`src/rtl/uart_pkg.sv`:
```
// Shared UART types and constants: transmit scheduler states, status word
// bit positions and the SOC-wide serializer setup word.
package uart_pkg;

  typedef enum logic [1:0] {
    IDLE,
    ISSUE,
    WAIT_ACK,
    DRAIN
  } tx_state_e;

  localparam int STAT_OVF_BIT    = 10;
  localparam int STAT_FULL_BIT   = 9;
  localparam int STAT_ACTIVE_BIT = 8;

  // Clocks per bit for 115200 baud from a 100 MHz system clock.
  localparam logic [31:0] UART_SETUP = 32'd868;

endpackage

```
`src/rtl/sync_fifo.sv`:
```
// Single-clock FIFO with occupancy count and synchronous flush.
// Writes while full and reads while empty are ignored; flush overrides both.
module sync_fifo #(
  parameter int DEPTH = 16,
  parameter int WIDTH = 8,
  parameter int AW    = $clog2(DEPTH)
) (
  input  logic             clk,
  input  logic             rst_n,
  input  logic             flush,
  input  logic             push,
  input  logic [WIDTH-1:0] wr_data,
  input  logic             pop,
  output logic [WIDTH-1:0] rd_data,
  output logic [AW:0]      count,
  output logic             full,
  output logic             empty
);

  logic [WIDTH-1:0] mem_q [DEPTH];
  logic [AW-1:0]    wptr_q, wptr_d;
  logic [AW-1:0]    rptr_q, rptr_d;
  logic [AW:0]      count_q, count_d;
  logic             push_ok, pop_ok;

  always_comb begin
    full    = (count_q == (AW+1)'(DEPTH));
    empty   = (count_q == '0);
    push_ok = push & ~full & ~flush;
    pop_ok  = pop & ~empty & ~flush;
    wptr_d  = wptr_q;
    rptr_d  = rptr_q;
    count_d = count_q;
    if (flush) begin
      wptr_d  = '0;
      rptr_d  = '0;
      count_d = '0;
    end else begin
      // Pointers wrap naturally because DEPTH is a power of two.
      if (push_ok) wptr_d = wptr_q + AW'(1);
      if (pop_ok)  rptr_d = rptr_q + AW'(1);
      count_d = count_q + (AW+1)'(push_ok) - (AW+1)'(pop_ok);
    end
    rd_data = mem_q[rptr_q];
    count   = count_q;
  end

  always_ff @(posedge clk or negedge rst_n) begin
    if (!rst_n) begin
      wptr_q  <= '0;
      rptr_q  <= '0;
      count_q <= '0;
    end else begin
      wptr_q  <= wptr_d;
      rptr_q  <= rptr_d;
      count_q <= count_d;
    end
  end

  always_ff @(posedge clk) begin
    if (push_ok) mem_q[wptr_q] <= wr_data;
  end

endmodule

```
`src/rtl/uart_tx_queue.sv`:
```
// Queues CPU bytes for the txuart serializer and issues them one at a time
// over its i_wr/o_busy handshake; exposes a status word with a sticky overflow.
module uart_tx_queue #(
  parameter int DEPTH    = 16,
  parameter int AW       = $clog2(DEPTH),
  parameter int ACK_WAIT = 2
) (
  input  logic        clk,
  input  logic        reset,
  input  logic        wr_valid,
  input  logic [7:0]  wr_data,
  input  logic        flush,
  input  logic        ovf_clr,
  output logic        tx_wr,
  output logic [7:0]  tx_data,
  input  logic        tx_busy,
  output logic [31:0] status,
  output logic        full,
  output logic        empty
);
  import uart_pkg::*;

  localparam int CW = (ACK_WAIT > 1) ? $clog2(ACK_WAIT) : 1;

  tx_state_e     state_q, state_d;
  logic [CW-1:0] ack_cnt_q, ack_cnt_d;
  logic          tx_wr_q, tx_wr_d;
  logic [7:0]    tx_data_q, tx_data_d;
  logic          ovf_q, ovf_d;
  logic          pop;
  logic [7:0]    fifo_rd;
  logic [AW:0]   count;

  sync_fifo #(
    .DEPTH (DEPTH),
    .WIDTH (8),
    .AW    (AW)
  ) u_fifo (
    .clk     (clk),
    .rst_n   (reset),
    .flush   (flush),
    .push    (wr_valid),
    .wr_data (wr_data),
    .pop     (pop),
    .rd_data (fifo_rd),
    .count   (count),
    .full    (full),
    .empty   (empty)
  );

  always_comb begin
    state_d   = state_q;
    ack_cnt_d = ack_cnt_q;
    tx_wr_d   = 1'b0;
    tx_data_d = tx_data_q;
    pop       = 1'b0;
    case (state_q)
      IDLE: begin
        if (!empty && !tx_busy) begin
          state_d   = ISSUE;
          tx_wr_d   = 1'b1;
          tx_data_d = fifo_rd;
        end
      end
      ISSUE: begin
        // A flush during ISSUE leaves the fifo empty, so this pop is ignored there.
        pop       = 1'b1;
        state_d   = WAIT_ACK;
        ack_cnt_d = '0;
      end
      WAIT_ACK: begin
        if (tx_busy) begin
          state_d = DRAIN;
        end else if (ack_cnt_q == CW'(ACK_WAIT - 1)) begin
          state_d = IDLE;
        end else begin
          ack_cnt_d = ack_cnt_q + CW'(1);
        end
      end
      DRAIN: begin
        if (!tx_busy) state_d = IDLE;
      end
      default: state_d = IDLE;
    endcase

    // Full is the registered value, so a same-edge pop never makes room.
    ovf_d = (wr_valid & full & ~flush) | (ovf_q & ~ovf_clr);

    status                  = '0;
    status[AW:0]            = count;
    status[STAT_ACTIVE_BIT] = (state_q != IDLE) | ~empty;
    status[STAT_FULL_BIT]   = full;
    status[STAT_OVF_BIT]    = ovf_q;
  end

  always_ff @(posedge clk or negedge reset) begin
    if (!reset) begin
      state_q   <= IDLE;
      ack_cnt_q <= '0;
      tx_wr_q   <= 1'b0;
      tx_data_q <= 8'h00;
      ovf_q     <= 1'b0;
    end else begin
      state_q   <= state_d;
      ack_cnt_q <= ack_cnt_d;
      tx_wr_q   <= tx_wr_d;
      tx_data_q <= tx_data_d;
      ovf_q     <= ovf_d;
    end
  end

  assign tx_wr   = tx_wr_q;
  assign tx_data = tx_data_q;

endmodule
```
`config.mk`:
```
export PLATFORM = sky130hd
export DESIGN_NAME = uart_tx_queue
export DESIGN_NICKNAME = d
export VERILOG_FILES = /design/src/rtl/uart_pkg.sv /design/src/rtl/sync_fifo.sv /design/src/rtl/uart_tx_queue.sv
export SDC_FILE = /design/constraint.sdc
export NUM_CORES = 1
export LEC_CHECK = 0
export CORE_ASPECT_RATIO = 1.75
export CORE_MARGIN = 2
export CORE_UTILIZATION = 40
export CTS_CLUSTER_SIZE = 24
export DETAILED_ROUTE_END_ITERATION = 8
export PLACE_DENSITY_LB_ADDON = 0.2
export SYNTH_ARGS = -nofsm -noshare
export SYNTH_HDL_FRONTEND = slang
export SYNTH_HIERARCHICAL = 1
export SYNTH_SLANG_ARGS = --single-unit
export TNS_END_PERCENT = 20
```
`constraint.sdc`:
```
create_clock -name clk -period 3.5 [get_ports clk]
set_clock_uncertainty 0.15 [all_clocks]
set_input_delay 0.525 -clock clk [delete_from_list [all_inputs] [get_ports clk]]
set_output_delay 0.525 -clock clk [all_outputs]
set_load 0.01 [all_outputs]
```
==> impl_metrics.json <==
{
  "cts-root-buf": "clkbuf_16",
  "worst_ep_required_time_ns": 3.68,
  "die_h_um": 173.8,
  "cts_sinks": 154,
  "synthTopCellsByArea": "edfxtp_1, dfrtp_1, mux4_2",
  "finalWeightedCongestion": 0.7188,
  "cts_buffers": 17,
  "cp-start-kind": "flop",
  "die_w_um": 101.1,
  "powerDensity_nw_per_um2": 696.6,
  "slew_headroom_pct": 46.50,
  "yosysTopAreaCellShare_pct": 58.29,
  "yosysSeqAreaShare_pct": 68.16,
  "critPathMaxFanout": 5,
  "endpoint_kind": "flop",
  "maxSlewViolCount": 0,
  "synthArstFlopShare_pct": 16.88,
  "ys_ff_latch": 154,
  "grt_first_pass_wirelength_um": 20820,
  "period_minus_slack_ns": 3.095,
  "layout.nets": 486,
  "synth_edf_count": 128,
  "post_cts_resize_count": 0,
  "grt_max_degree": 23,
  "synthFlopType": "edfxtp_1",
  "cts_setup_buffers": 0,
  "swShare_pct": 26.63,
  "antenna_found_initial": 0,
  "outcome": "completed",
  "post-route-period-util_pct": 88.44,
  "reg2regPathDepth": 14,
  "layout.cells.non_filler": 664,
  "fmax_mhz": 323.1,
  "seqPwrFrac_pct": 42.2,
  "rsz0062_at_grt": "no",
  "routed_wirelength_um": 13400,
  "synth_largest_area_cell": "edfxtp_1",
  "yosysUniqueCellTypes": 38,
  "drt-pass1-iter-count": 4,
  "setup-tns-final_ns": 0,
  "cts_hold_buf": 0,
  "yosysMostFrequentCell": "edfxtp_1",
  "netSwitchingPower_uw": 1439,
  "yosysWarnings": 6,
  "num_rows": 62,
  "cts_tree": "yes",
  "ir_drop_mv": 0.3647,
  "postRouteAntennaNets": 0,
  "wl_per_cell_um": 20.18,
  "insertion_delay_ns": 0.42,
  "grt_usage_pct": 16.34,
  "port_buffers": 32,
  "path_class": "reg -> reg",
  "grt_overflow": 0,
  "synth_cells": 403,
  "route.vias.total": 3467,
  "drcViolationCount": 0,
  "yosys-top-cells-count": "edfxtp_1, mux2i_1, buf_4",
  "core_um2": 16290,
  "grt_pass1_vias": 3556,
  "start_util_pct": 40.48,
  "drtIter0Drc": 172,
  "num_antenna_cells": 0,
  "finalHoldViolations": 0,
  "syn_area_um2": 6594,
  "finalSetupViolCount": 0,
  "dp_hpwl_um": 9256,
  "arrival_ns": 3.28,
  "worst_hold_slack_ns": 0.3635,
  "drive_above_1_share_pct": 20.55,
  "dieArea_um2": 17570,
  "syn_avg_cell_area_um2": 16.36,
  "cap_violations": 0,
  "tightestPinTransition_ns": 0.8001,
  "ios": 57,
  "hold_depth": 1,
  "cts.clk_slew.worst_paths_ns": 0.06,
  "synthToLayoutAreaGrowth_pct": 17.59,
  "comb_power_share_pct": 22.4,
  "power_frac_clock_pct": 35.3,
  "p_leak_uw": 0.002731,
  "intPower_uw": 3963,
  "cts_buffer_depth": 2,
  "via_per_inst": 5.221,
  "htree_num_levels": 4,
  "hold_path_class": "reg -> reg",
  "dp.cells": 633
}
[area by class of cell]
type                    instances  area (um2)
clock inverters                14       197.7
flip-flops and latches        154        4496
clock buffers                  17       425.4
repair buffers                 58       528.0
well taps                     192       240.2
fillers                      1402        8537
inverters                      16       60.06
multi-input cells             213        1807
[flip-flops by register name, indices dropped and copies added (netlist names), 2 cells and up]
signal / flops
tx_data: 8
state_q: 2
u_fifo/count: 5
u_fifo/mem_q: 128
u_fifo/rptr_q: 4
u_fifo/wptr_q: 4
[metal layers]
metal	vias to the layer above	part of all wire, %	track usage (%)
met5	-	0	0
met4	0	2.7	6.588
met3	19	2.4	3.226
met2	76	56	29.25
met1	1786	38	18.67
li1	1586	-	-
[kinds of logic (layout without fill, tap and decap cells)]
kind of cell / after synthesis / count (layout) / synth area share [%]
other: 1 / 24 / 0.05687
adders and majority gates: 12 / 12 / 2.391
AOI/OAI and AO/OA: 43 / 43 / 5.579
buffers and inverters: 59 / 105 / 5.749
muxes: 56 / 56 / 11.69
xor gates and xnor gates: 8 / 8 / 1.063
and+or+nand+nor: 70 / 70 / 5.313
DFF: 154 / 154 / 68.16
[power groups by stage]
| stage | combinational [uW] | clock [uW] | sequential [uW] |
|---|---|---|---|
| 6_report | 1210 | 1910 | 2280 |
| 5_1_grt | 1320 | 2010 | 2310 |
| 4_1_cts | 1230 | 1960 | 2290 |
| 3_5_place_dp | 1220 | 0 | 2330 |
| 3_3_place_gp | 1210 | 0 | 2320 |
| 2_1_floorplan | 841 | 0 | 2270 |
[layout by cell type, fill, tap and decap left out, types with 2 or more instances in the layout]
| master | count |
|---|---|
| nor2_1 | 23 |
| a221oi_1 | 6 |
| nor3_1 | 6 |
| dfrtp_1 | 25 |
| mux2i_1 | 32 |
| clkdlybuf4s50_1 | 32 |
| a22oi_1 | 8 |
| xnor2_1 | 4 |
| mux2_2 | 8 |
| a21oi_1 | 5 |
| conb_1 | 24 |
| clkbuf_16 | 17 |
| nand2b_1 | 3 |
| nand2_1 | 20 |
| bufinv_16 | 4 |
| nand3_1 | 6 |
| ha_1 | 11 |
| buf_4 | 25 |
| o21ai_0 | 10 |
| inv_1 | 15 |
| edfxtp_1 | 128 |
| inv_6 | 2 |
| xor2_1 | 4 |
| clkinv_4 | 5 |
| mux4_2 | 16 |
| a221oi_2 | 10 |
| nor2b_1 | 5 |
[through the flow]
stage,area [um2],util [%],setup WS (ns),total power [uW]
final,7754,47.60,0.4046,5402
after global routing,7754,47.60,0.1820,5644
after CTS,7754,47.60,0.4007,5475
after detailed placement,7131,43.77,0.3185,3552
after global placement,7131,43.77,0.4210,3528
after floorplan,6680,-,0.6322,3116
[worst max-delay path: stages (launching register included)]
cell and delay [ns]:
dfrtp_1 0.40, inv_1 0.09, ha_1 0.17, or4b_4 0.50
nand2_1 0.15, nor2_1 0.06, ha_1 0.30, inv_1 0.06
ha_1 0.16, inv_1 0.06, fa_1 0.37, nor2b_1 0.19
o21bai_1 0.11, nand3_1 0.08, nor3b_1 0.17
[path summary, 6_finish.rpt]
kind | start | end | slack [ns]
max | u_fifo/count[2] | u_fifo/count[4] | 0.40
min | tx_data[4] | tx_data[4] | 0.36
min reg2reg | tx_data[4] | tx_data[4] | 0.36
max in group asynchronous | reset | tx_data[1] | 2.14
min in group asynchronous | reset | u_fifo/count[0] | 0.42
max reg2reg | u_fifo/count[2] | u_fifo/count[4] | 0.40
Note: power is estimated with default switching activity, not from simulation.
